==> config.mk <==
export PLATFORM = sky130hd
export DESIGN_NAME = sec_pc
export DESIGN_NICKNAME = d
export VERILOG_FILES = /design/src/rtl/sec_pc.sv
export SDC_FILE = /design/constraint.sdc
export NUM_CORES = 1
export LEC_CHECK = 0
export ABC_CLOCK_PERIOD_IN_PS = 2900
export BUFFER_PORTS_ARGS = -buffer_cell sky130_fd_sc_hd__buf_2
export CAP_MARGIN = 5
export CELL_PAD_IN_SITES_DETAIL_PLACEMENT = 0
export CELL_PAD_IN_SITES_GLOBAL_PLACEMENT = 1
export CORE_MARGIN = 2
export CORE_UTILIZATION = 37
export CTS_CLUSTER_DIAMETER = 80
export DETAILED_ROUTE_END_ITERATION = 16
export PLACE_DENSITY_LB_ADDON = 0.1
export SETUP_SLACK_MARGIN = 0.1
export SYNTH_ARGS = -nofsm -noshare
export SYNTH_HDL_FRONTEND = slang
export SYNTH_SLANG_ARGS = --single-unit
==> constraint.sdc <==
create_clock -name clk -period 2.9 [get_ports clk]
set_clock_uncertainty 0.05 [all_clocks]
set_input_delay 0.58 -clock clk [delete_from_list [all_inputs] [get_ports clk]]
set_output_delay 0.58 -clock clk [all_outputs]
set_load 0.01 [all_outputs]
==> src/rtl/sec_pc.sv <==
// Secure program counter: checked jumps, sequential step, violation lockout.
// Optional SEC_PC_TRAP_EN: a rejected jump redirects pc to TRAP_VEC.
module sec_pc #(
    parameter logic [63:0] RESET_PC = 64'h0000_0000_0000_1000,
    parameter int unsigned VIOL_MAX = 3,
    parameter logic [63:0] TRAP_VEC = 64'h0000_0000_0000_0100
) (
    input  logic        clk,
    input  logic        rst,
    input  logic        jmp_valid,
    input  logic [63:0] jmp_tgt,
    output logic        jmp_ready,
    input  logic        step,
    input  logic        unlock,
    output logic [63:0] pc,
    output logic        fault,
    output logic        locked,
    output logic [7:0]  viol_cnt
);

    typedef enum logic {
        RUN  = 1'b0,
        LOCK = 1'b1
    } state_e;

    state_e      state_q;
    logic [63:0] pc_q;
    logic        fault_q;
    logic        locked_q;
    logic [7:0]  viol_q;
    logic [7:0]  viol_d;

    logic accept;
    logic tgt_ok;
    logic lock_hit;

    assign jmp_ready = (state_q == RUN) & ~rst;
    assign accept    = jmp_valid & jmp_ready;
    assign tgt_ok    = (jmp_tgt != 64'd0) && (jmp_tgt[1:0] == 2'b00);

    // Saturating increment; lock as soon as the new count reaches the limit.
    assign viol_d   = (viol_q == 8'hFF) ? viol_q : viol_q + 8'd1;
    assign lock_hit = (32'(viol_d) >= VIOL_MAX);

`ifndef SEC_PC_TRAP_EN
    logic unused_trap;
    assign unused_trap = ^TRAP_VEC;
`endif

    always_ff @(posedge clk) begin
        if (rst) begin
            state_q  <= RUN;
            pc_q     <= RESET_PC;
            fault_q  <= 1'b0;
            locked_q <= 1'b0;
            viol_q   <= 8'd0;
        end else begin
            fault_q <= 1'b0;
            unique case (state_q)
                RUN: begin
                    if (accept) begin
                        if (tgt_ok) begin
                            pc_q <= jmp_tgt;
                        end else begin
                            fault_q <= 1'b1;
                            viol_q  <= viol_d;
`ifdef SEC_PC_TRAP_EN
                            pc_q    <= TRAP_VEC;
`endif
                            if (lock_hit) begin
                                state_q  <= LOCK;
                                locked_q <= 1'b1;
                            end
                        end
                    end else if (step) begin
                        pc_q <= pc_q + 64'd4;
                    end
                end
                LOCK: begin
                    if (unlock) begin
                        state_q  <= RUN;
                        locked_q <= 1'b0;
                        viol_q   <= 8'd0;
                    end
                end
            endcase
        end
    end

    assign pc       = pc_q;
    assign fault    = fault_q;
    assign locked   = locked_q;
    assign viol_cnt = viol_q;

endmodule

# [Word-level counts from Yosys, hierarchy flattened]
# Cells that the tools add are included.
# Widths: inputs -> output; s select.
[totals] register_bits=75 out_inout_bits=75 wordCells=46
[op_classes] n_mux=19 magnitude_cmp=1 n_reduce_logical=8 n_eq_ne=6 add_sub_neg=2 bitwise_logic=5
[op_table] operator="$mux 64" count=3
[op_table] operator="$add 64x3->64 const B" count=1
[op_table] operator="$reduce_bool 64->1" count=1
[op_table] operator="$mux 8" count=4
[op_table] operator="$pmux 8 s2" count=1
[op_table] operator="$mux 1" count=9
[op_table] operator="$add 8x1->8 const B" count=1
[op_table] operator="$eq 8x8->1 const B" count=1
[op_table] operator="$ge 8x2->1 const B" count=1
[op_table] operator="$ne 2x2->1 const B" count=4
[op_table] operator="$reduce_and 3->1" count=2
[op_table] operator="$pmux 1 s2" count=2
[op_table] operator="$reduce_and 4->1" count=1
[op_table] operator="$not 1->1" count=3
[op_table] operator="$reduce_or 3->1" count=1
[op_table] operator="$and 1x1->1" count=2
[op_table] operator="$logic_not 2->1" count=1
[op_table] operator="$ne 2x1->1 const B" count=1
[op_table] operator="$reduce_bool 2->1" count=1
[op_table] operator="$logic_and 1x1->1" count=1

# [Depth between registers and ports, before layout]
# Gate-level depths: netlist of run 1.
[depth] ltp_word=7 mapped_depth=9 ltp_nobuf=7

# [Least setup slack after synthesis of run 1]
# Ideal clock, no wire load.
[synth_timing] path_kind="in2reg" startpoint="input port jmp_tgt[48]" endpoint="register viol_q[1], in the netlist viol_cnt[1]" path_stages=7 slack_ps=438 arrival_ps=2290 cell_sequence="nor4_1 nand4_1 or4_1 a21o_1 clkbuf_1 and4_1 a221o_1"
[synth_between] elab_chain_cells=4
[synth_rtl] element="start: declaration" line_no="11" source="input logic [63:0] jmp_tgt,"
[synth_rtl] element="$reduce_bool 64->1" line_no="39" source="assign tgt_ok = (jmp_tgt != 64'd0) && (jmp_tgt[1:0] == 2'b00);"
[synth_rtl] element="$logic_and 1x1->1" line_no="39"
[synth_rtl] element="$ne 2x2->1 (no source line)"
[synth_rtl] element="$reduce_and 3->1 (no source line)"
[synth_rtl] element="end signal: assignment" line_no="66" source="viol_q <= viol_d;"
[synth_rtl] element="end: declaration" line_no="30" source="logic [7:0] viol_q;"
# Every way passes these cells.
# A chain may end at the register's enable or synchronous reset.

# [Worst setup path in the final report of run 1]
[layout_timing] startpoint="register pc_q[6], in the netlist pc[6]" endpoint="register pc_q[45], in the netlist pc[45]"
[layout_between] elab_chain_cells=3
[layout_rtl] element="start: declaration" line_no="27" source="logic [63:0] pc_q;"
[layout_rtl] element="start signal: assignment" line_no="63" source="pc_q <= jmp_tgt;"
[layout_rtl] element="start signal: assignment" line_no="76" source="pc_q <= pc_q + 64'd4;"
[layout_rtl] element="$add 64x3->64" line_no="76"
[layout_rtl] element="$mux 64" line_no="75" source="end else if (step) begin"
[layout_rtl] element="$mux 64" line_no="61" source="if (accept) begin"
# Every way passes these cells. The select of a mux whose other input is x is not followed.

==> results of run 1 <==
## stage by stage
step | utilization (%) | power, uW | setup slack (ns)
floorplan | - | 1373 | 0.4381
finish | 48.15 | 2864 | 0.2343
CTS | 48.15 | 2870 | 0.2611
global placement | 45.65 | 1589 | -0.01744
detailed placement | 45.65 | 1595 | -0.03675
global route | 48.15 | 2972 | 0.1147
## logic make-up after synthesis
kind of cell | count (synthesis) | synth area share [%]
AOI/OAI and AO/OA | 239 | 31.03
xor gates and xnor gates | 2 | 0.3579
adders and majority gates | 2 | 0.5112
buffers and inverters | 59 | 4.857
DFF | 75 | 30.67
muxes | 1 | 0.2045
and+or+nand+nor | 299 | 32.36
## power groups by stage
stage	clock, uW	combinational (uW)	sequential [uW]
after global routing	1340	491	1140
after floorplan	0	215	1160
after detailed placement	0	443	1150
final	1290	447	1130
after global placement	0	438	1150
after CTS	1290	446	1130
## worst max-delay path: stages, from the launching register on
cell	delay [ns]
dfxtp_1	0.50
nand3_2	0.25
or4_4	0.59
or3_1	0.58
or3_1	0.37
o21ai_1	0.08
a211oi_1	0.09
## sequential cells by signal (all words and copies together) (netlist names)
name      flops
pc           64
locked        1
state_q       1
fault         1
viol_cnt      8
## cells in the mapped netlist (3+ instances only)
library cell | n | area share, %
a31o_2 | 5 | 0.89
o32ai_1 | 14 | 2.5
clkbuf_1 | 38 | 2.9
a21oi_1 | 76 | 7.8
buf_2 | 4 | 0.41
and4_1 | 5 | 0.89
nor2_1 | 41 | 3.1
o31a_1 | 6 | 1.1
or4_1 | 3 | 0.46
a211oi_1 | 23 | 3.5
o22ai_1 | 6 | 0.77
and2_1 | 7 | 0.89
a31oi_1 | 6 | 0.77
nand4_1 | 25 | 3.2
or3_1 | 11 | 1.4
nand3_1 | 44 | 4.5
a32o_1 | 3 | 0.61
nand2_1 | 78 | 6.0
buf_1 | 3 | 0.23
o21a_1 | 5 | 0.77
a21o_1 | 7 | 1.1
nor4_1 | 27 | 3.5
o21ai_1 | 5 | 0.51
inv_1 | 11 | 0.84
dfxtp_1 | 75 | 31
nor3_1 | 25 | 2.6
a22o_1 | 5 | 0.89
and3_1 | 17 | 2.2
o21ai_0 | 56 | 5.7
o31ai_1 | 9 | 1.4
## area by class of cell
type                    count  area (um^2)  area share [%]
clock buffers              11        252.7           4.011
repair buffers            176         1039           16.48
clock inverters             5        75.07           1.191
multi-input cells         543         3168           50.28
flip-flops and latches     75         1501           23.83
well taps                 176        220.2           3.495
inverters                  12        45.04          0.7149
## metal layers
| metal | share of wire, % | global-route usage, % | vias to the layer above |
|---|---|---|---|
| met5 | 0 | 0 | - |
| met1 | 45 | 35.05 | 2869 |
| met4 | 1.9 | 9.152 | 0 |
| met2 | 47 | 42.53 | 226 |
| met3 | 6.2 | 3.927 | 27 |
| li1 | - | - | 2890 |
## final timing paths
check / startpoint / end / slack, ns / cells after the start
max: pc[6] / pc[45] / 0.23 / 6
min: locked / locked / 0.40 / 2
max reg2reg: pc[6] / pc[45] / 0.23 / 6
min reg2reg: locked / locked / 0.40 / 2
==> metrics.txt, run 1 <==
H-Tree Depth 3; final count of negative-setup-slack endpoints 0; cell total after placement around 1,000; clock net sink count between 70 and 80; max-cap viol count 0; number of CTS-inserted buffers 9; antenna violations before repair 0; non-filler instance count after layout about 1,000; worst min path class flip-flop to flip-flop; global-route wire length before repair between 20 and 30 mm; die footprint between 10,000 and 15,000 um^2; leftover overflow at the end of global routing 0; count of input and output buffers around 140; average detailed-routed wire length per instance 18.64 um; Final Hold Fails 0; worst setup path category flip-flop to flip-flop; cell area after technology mapping 4895 um^2; synthesis-to-layout area growth 28.73%; startpoint kind of the worst setup timing path flip-flop; Hold-fix buffers, CTS 0; combinational share of power between 15 and 20%; Filler Cell Count 1,360; Net Sw Frac 28.37%; fraction of layout instances using a drive strength above 1 approximately a quarter; total cell area at the placement stage between 5000 and 6000 um^2; number of nets in the finished design 888; number of remaining DRC errors 0; Min Hold Slack between 0.3 and 0.4 ns; first drt pass iteration count 5; most frequent standard cell in the layout excluding fill and tap cells buf_2; final period demand of the worst path between 2 and 3 ns; net switching power figure a little over 800 uW; later-pin clock latency in the skew report ~0.35 ns; HPWL Detailed ~13 mm; Syn Inst Count between 600 and 700; buffer count from post-CTS setup fixing 0; Final ANT Viol Nets 0; Worst EP arrival between 2 and 3 ns; share of power burned in the clock network between 40% and 50%; final-report max-slew violation count 0; CTS tree yes; first-iteration detailed-routing DRC count between 500 and 600; predominant post-synthesis flop cell dfxtp_1; average cell area after synthesis just over 7 um^2; leakage dissipation roughly 0.0024 uW; count of antenna diodes in the layout 0; die extent in x about 120 um; Async S/R FF share, synth 0%; Period Utilization, post-route 91.92%; final routed wirelength across all metal layers 18.60 mm; clock input transition at the sequential cells of the worst setup and hold paths ~0.060 ns; sequential group share of total power between 30% and 40%; power per standard cell area approximately 450 nW/um^2; net count after synthesis 748; distinct cell type count of the synthesized netlist 60; slew at the pin closest to its max-slew limit 0.8227 ns; Internal Pwr Total 2051 uW; required time of the critical path between 3 and 4 ns; Placer Congestion between 0.8 and 0.9; pin count of the biggest net entering global routing 100; area of all placed cells without fillers ~6300 um^2; number of core rows 42; sequential share of the synthesized area between 30% and 40%; count of flip-flops with a built-in enable after synthesis 0; effective utilization at floorplan between 30% and 40%; most used cells in the layout excluding fill and tap cells buf_2, nand2_1, a21oi_1; die height 119.0 um; number of vias per cell after detailed routing 6.024; Sum Neg Setup Slack 0 ns; top achievable clock speed 0.3751 GHz; Slew Limit Headroom 45.15%; kind of end point of the critical path flip-flop; largest fanout of any net on the critical path 8; post-synthesis sequential element count 75; I/O pin count approximately 140; buffer depth of the longest clock path 2; clock tree root driver cell clkbuf_16; quantity of gates resized following cts 0; Syn. warnings 0; status completed; core footprint approximately 13,000 um^2; number of global-route vias before repair between 5,000 and 6,000; largest voltage drop on the vdd net 0.0002185 V; total number of vias roughly 6,000; GR Util All Layers 26.08%; unrepaired setup endpoints after global routing false
No activity file was read; power rests on OpenSTA's default activity.
==> run 2, diff against run 1 <==
HOLD_SLACK_MARGIN = 0.02   (was unset)
RECOVER_POWER = 50   (was unset)
==> run 2 against run 1 <==
  * Total power shrank 0.40%
  * Clock power about the same
  * Critical path depth is the same
  * Sequential cell count unchanged
  * Global-route usage is the same
  * Wire length is essentially flat
  * Setup slack improved by 0.0054 ns
  * Utilization down 0.76 points
  * Die area is the same
  * Final cell count is the same
  * Largest power group unchanged
  * Highest routed layer unchanged
==> metrics.txt, run 2 (same netlist as run 1, synthesis figures left out) <==
status completed; leftover overflow at the end of global routing 0 (unchanged); clock input transition at the sequential cells of the worst setup and hold paths 0.06 ns (about the same); most used cells in the layout excluding fill and tap cells nand2_1, a21oi_1, dfxtp_1, clkbuf_1, buf_2; worst setup path category flip-flop to flip-flop; CTS tree yes; slew at the pin closest to its max-slew limit 0.8214 ns (-0.001245 ns); largest fanout of any net on the critical path 8 (unchanged); buffer count from post-CTS setup fixing 0 (unchanged); power per standard cell area 459.9 nW/um^2 (+1.2%); startpoint kind of the worst setup timing path flip-flop; worst min-delay path startpoint locked; end point of the worst hold path locked; number of vias per cell after detailed routing 6.007 (-0.28%); FF-to-FF Start pc[6]; clock net sink count 75 (unchanged); die footprint 14,160 um^2 (unchanged); number of CTS-inserted buffers 9 (unchanged); die extent in x 119.0 um (unchanged); total number of vias 5,995 (-0.28%); Sum Neg Setup Slack 0 ns (unchanged); HPWL Detailed 13.23 mm (unchanged); quantity of gates resized following cts 0 (unchanged); Hold-fix buffers, CTS 0 (unchanged); average detailed-routed wire length per instance 18.64 um (about the same); count of input and output buffers 143 (unchanged); first-iteration detailed-routing DRC count 567 (+4.6%); clock tree root driver cell clkbuf_16; number of core rows 42 (unchanged); fraction of layout instances using a drive strength above 1 16.55% (-9.1 points); power consumption 2852 uW (-0.40%); worst min path class flip-flop to flip-flop; Final ANT Viol Nets 0 (unchanged); Slew Limit Headroom 45.24% (+0.083 points); Filler Cell Count 1,374 (+1.0%); required time of the critical path 3.04 ns (about the same); first drt pass iteration count 5 (unchanged); later-pin clock latency in the skew report 0.35 ns (about the same); H-Tree Depth 3 (unchanged); unrepaired setup endpoints after global routing false; core footprint 13,090 um^2 (unchanged); die height 119.0 um (unchanged); leakage dissipation 0.002109 uW (-13%); worst setup slack for register-to-register paths 0.24 ns (about the same); synthesis-to-layout area growth 26.71%; largest voltage drop on the vdd net 0.0002207 V (+0.99%); Worst EP arrival 2.80 ns (about the same); final period demand of the worst path 2.660 ns (-0.005414 ns); final-report max-slew violation count 0 (unchanged); buffer depth of the longest clock path 2 (unchanged); GR Util All Layers 26.08% (unchanged); top achievable clock speed 0.3759 GHz (+0.20%); final routed wirelength across all metal layers 18.60 mm (about the same); number of nets in the finished design 888 (unchanged); I/O pin count 144 (unchanged); Placer Congestion 0.8598 (unchanged); number of global-route vias before repair 5,579 (unchanged); Period Utilization, post-route 91.73% (-0.19 points); Largest register FFs 64 (unchanged); reg2reg path depth 6 (unchanged); global-route wire length before repair 29.65 mm (unchanged); cell depth of the worst min-delay path 2 (unchanged); pin count of the biggest net entering global routing 100 (unchanged); count of antenna diodes in the layout 0 (unchanged); worst r2r dst pc[45]; max-cap viol count 0 (unchanged); most frequent standard cell in the layout excluding fill and tap cells nand2_1; kind of end point of the critical path flip-flop; final count of negative-setup-slack endpoints 0 (unchanged); effective utilization at floorplan 37.41% (unchanged); Final Hold Fails 0 (unchanged); antenna violations before repair 0 (unchanged); number of remaining DRC errors 0 (unchanged)
run 2: cell types whose count changed in the layout (fill, tap and decap cells not counted), sizes merged:
cell    previous run  this run
clkbuf            11        86
buf              176       101
run 2: worst max-delay path, cell delays in order, from the launching register on:
cell and delay (ns):
dfxtp_1 0.50, nand3_2 0.25, or4_4 0.59, or3_1 0.57, or3_1 0.37, o21ai_1 0.08
a211oi_1 0.09
run 2: metrics by stage:
step,cell area (um^2),hold slack (ns),cells,util (%),setup WS [ns]
CTS,6301,0.3972,998,48.15,0.2611
detailed placement,5973,0.3878,982,45.65,-0.03675
global route,6202,0.4265,998,47.40,0.1125
floorplan,4895,0.4191,677,-,0.4381
finish,6202,0.3967,998,47.40,0.2397
global placement,5973,0.3852,982,45.65,-0.01744
run 2: layout make-up:
type | instances | area [um^2] | share of cell area [%]
multi-input cells | 543 | 3168 | 51.08
flip-flops and latches | 75 | 1501 | 24.21
repair buffers | 176 | 939.7 | 15.15
clock buffers | 11 | 252.7 | 4.075
well taps | 176 | 220.2 | 3.551
clock inverters | 5 | 75.07 | 1.210
inverters | 12 | 45.04 | 0.7262
run 2: per-layer routing:
metal	vias up	global-route usage, %	wire length [um]
met4	0	9.152	323
li1	2896	-	-
met5	-	0	0
met3	23	3.927	1168
met2	223	42.53	8826
met1	2853	35.05	8286
run 2: how the worst max path moves through the flow:
stage | from | end | slack, ns | cells past startpoint
CTS | pc[6] | pc[45] | 0.26 | 6
global route | pc[6] | pc[47] | 0.11 | 7
floorplan | jmp_tgt[48] | viol_cnt[1] | 0.44 | 7
global placement | jmp_tgt[60] | viol_cnt[7] | -0.02 | 9
detailed placement | jmp_tgt[25] | viol_cnt[7] | -0.04 | 9
finish | pc[6] | pc[45] | 0.24 | 6
run 2: power by group:
group          switching, uW  leakage [uW]  internal, uW
logic                    265       0.00133           170
clock network            488      0.000165           797
registers               59.7      0.000610          1070
total                    812       0.00211          2040
==> run 3, diff against run 2 <==
ABC_CLOCK_PERIOD_IN_PS = 2500   (was 2900)
GPL_TIMING_DRIVEN = 1   (was unset)
clock period = 2.5 ns   (was 2.9 ns; I/O delays follow)
==> run 3 against run 2 <==
  * Via count rose by 4.8%
  * Clock power rose by 38%
  * Largest power group unchanged
  * Die area unchanged
  * Sequential share of layout area shrank 2.6 points
  * Critical path type is now primary input to flip-flop
  * Non-clock buffer count up 76
  * Final cell count grew 7.6%
  * Sequential power grew 15%
  * Count of clock-buffer cells in the layout is 1 lower
  * Critical path depth rose by 2
  * Highest routed layer unchanged
  * Utilization is 5.8 points higher
  * Sequential cell count did not move
  * First-iteration DRC count is 22% lower
==> metrics.txt, run 3 (same netlist as run 1, synthesis figures left out) <==
die extent in x 119.0 um (unchanged); effective utilization at floorplan 37.41% (unchanged); status completed; unrepaired setup endpoints after global routing true; I/O pin count 144 (unchanged); placement-stage worst setup slack -0.3040 ns (-0.2672 ns); pin count of the biggest net entering global routing 100 (unchanged); H-Tree Depth 3 (unchanged); clock tree root driver cell clkbuf_16; slew at the pin closest to its max-slew limit 0.7862 ns (-0.03528 ns); average detailed-routed wire length per instance 17.63 um (-5.4%); number of remaining DRC errors 0 (unchanged); Placer Congestion 0.9153 (+6.5%); startpoint kind of the worst setup timing path primary input; count of input and output buffers 143 (unchanged); worst-path cell chain buf_8 > nor4_4 > buf_4 > nand4_1 > or4_4 > a21o_4 > or3_4 > a21oi_2; HPWL Detailed 13.55 mm (+2.4%); Final Hold Fails 0 (unchanged); Worst EP arrival 2.63 ns (-0.17 ns); Net Sw Frac 26.00% (-2.5 points); synthesis-to-layout area growth 42.15%; global-route wire length before repair 29.78 mm (+0.44%); final count of negative-setup-slack endpoints 0 (unchanged); worst min path class primary input to flip-flop; die footprint 14,160 um^2 (unchanged); first-iteration detailed-routing DRC count 442 (-22%); worst setup path category primary input to flip-flop; kind of end point of the critical path flip-flop; Hold-fix buffers, CTS 0 (unchanged); number of global-route vias before repair 5,701 (+2.2%); top achievable clock speed between 0.4 and 0.5 GHz; end point of the critical path viol_cnt[0]; final routed wirelength across all metal layers 18.93 mm (+1.8%); critical path's largest stage delay 0.63 ns (+0.04 ns); leakage dissipation 0.002543 uW (+21%); worst path setup slack after routing 0.1098 ns (-0.1299 ns); sequential group share of total power 35.7% (-4.0 points); Slew Limit Headroom 47.59% (+2.4 points); count of antenna diodes in the layout 0 (unchanged); clock input transition at the sequential cells of the worst setup and hold paths 0.07 ns (about the same); worst r2r dst pc[61]; most used cells in the layout excluding fill and tap cells buf_2, buf_4, nand2_1; number of nets in the finished design 964 (+8.6%); die height 119.0 um (unchanged); largest fanout of any net on the critical path 5 (-3); leftover overflow at the end of global routing 0 (unchanged); largest voltage drop on the vdd net 0.0003500 V (+59%); Largest register FFs 64 (unchanged); later-pin clock latency in the skew report 0.35 ns (about the same); required time of the critical path 2.74 ns (-0.30 ns); final-report max-slew violation count 0 (unchanged); final period demand of the worst path about 2.4 ns; net switching power figure 948.3 uW (+17%); slowest library cell on the worst path or4_4; first drt pass iteration count 6 (+1); Min Hold Slack 0.3811 ns (-0.01561 ns); reg2reg path depth 7 (+1); Period Utilization, post-route 95.61%; FF-to-FF Start pc[8]; GR Util All Layers 26.08% (about the same); clock net sink count 75 (unchanged); core footprint 13,090 um^2 (unchanged); Internal Pwr Total 2699 uW (+32%); total number of vias 6,281 (+4.8%); Setup crit start jmp_tgt[63]; antenna violations before repair 0 (unchanged); non-filler instance count after layout 1,074 (+7.6%); share of power burned in the clock network 48.4% (+3.3 points); buffer depth of the longest clock path 2 (unchanged); total cell area at the placement stage 6461 um^2 (+8.2%); area of all placed cells without fillers 6958 um^2 (+12%); Final ANT Viol Nets 0 (unchanged); number of core rows 42 (unchanged); combinational share of power 15.9% (+0.6 points); CTS tree yes; fraction of layout instances using a drive strength above 1 27.06% (+11 points); worst setup slack for register-to-register paths 0.14 ns (-0.10 ns); max-cap viol count 0 (unchanged); cell total after placement 1,052 (+7.1%); power per standard cell area 524.2 nW/um^2 (+14%); number of CTS-inserted buffers 9 (unchanged); Sum Neg Setup Slack 0 ns (unchanged); number of vias per cell after detailed routing 5.848 (-2.6%)
run 3: cell count changes in the layout (fill, tap and decap cells not counted), moves of 4 or more:
cell    previous run  this run
buf_4             25        86
buf_2             70        86
nor4_1            27        16
nor4_2             0        10
buf_6              0         4
run 3: worst min-delay path by stage:
stage | cells after the start | endpoint | start | slack, ns
after CTS | 3 | pc[3] | jmp_tgt[3] | 0.38
after floorplan | 2 | locked | locked | 0.42
final | 3 | pc[3] | jmp_tgt[3] | 0.38
after detailed placement | 2 | locked | locked | 0.40
after global placement | 2 | locked | locked | 0.39
after global routing | 3 | pc[3] | jmp_tgt[3] | 0.38
run 3: stage by stage:
stage               util (%)  power [uW]
floorplan                  -        1593
global placement       49.38        1892
detailed placement     49.38        1900
CTS                    52.53        3667
global route           53.17        3775
finish                 53.17        3647
run 3: worst max-delay path, delay by kind of cell:
| family | cells | cell delay [ns] |
|---|---|---|
| buf+inv | 2 | 0.26 |
| simple gates | 4 | 1.48 |
| compound gates | 2 | 0.37 |
run 3: layout make-up:
type	count	area [um^2]
Fill cell	1356	6127
Multi-Input combinational cell	543	3323
Sequential cell	75	1503
Timing Repair Buffer	252	1466
Clock buffer	10	239.0
Tap cell	176	220.2
Clock inverter	6	158.9
Inverter	12	47.55
run 3: timing repair:
| action | CTS | global route |
|---|---|---|
| pin swaps | 0 | 23 |
| setup buffers | 0 | 6 |
| endpoints found under the setup margin | 3 | 61 |
| resized for setup | 3 | 39 |
run 3: layer usage:
metal	global-route usage, %	share of wire (%)	wire, um
met3	4.167	5.9	1114
met1	34.93	45	8435
met4	11.16	2.8	522
met5	0	0	0
met2	41.52	47	8860
run 3: power groups by stage:
stage               clock network (uW)  registers [uW]  logic (uW)
detailed placement                   0            1320         575
global placement                     0            1320         569
global route                      1830            1310         633
finish                            1770            1300         580
CTS                               1790            1300         578
floorplan                            0            1340         249
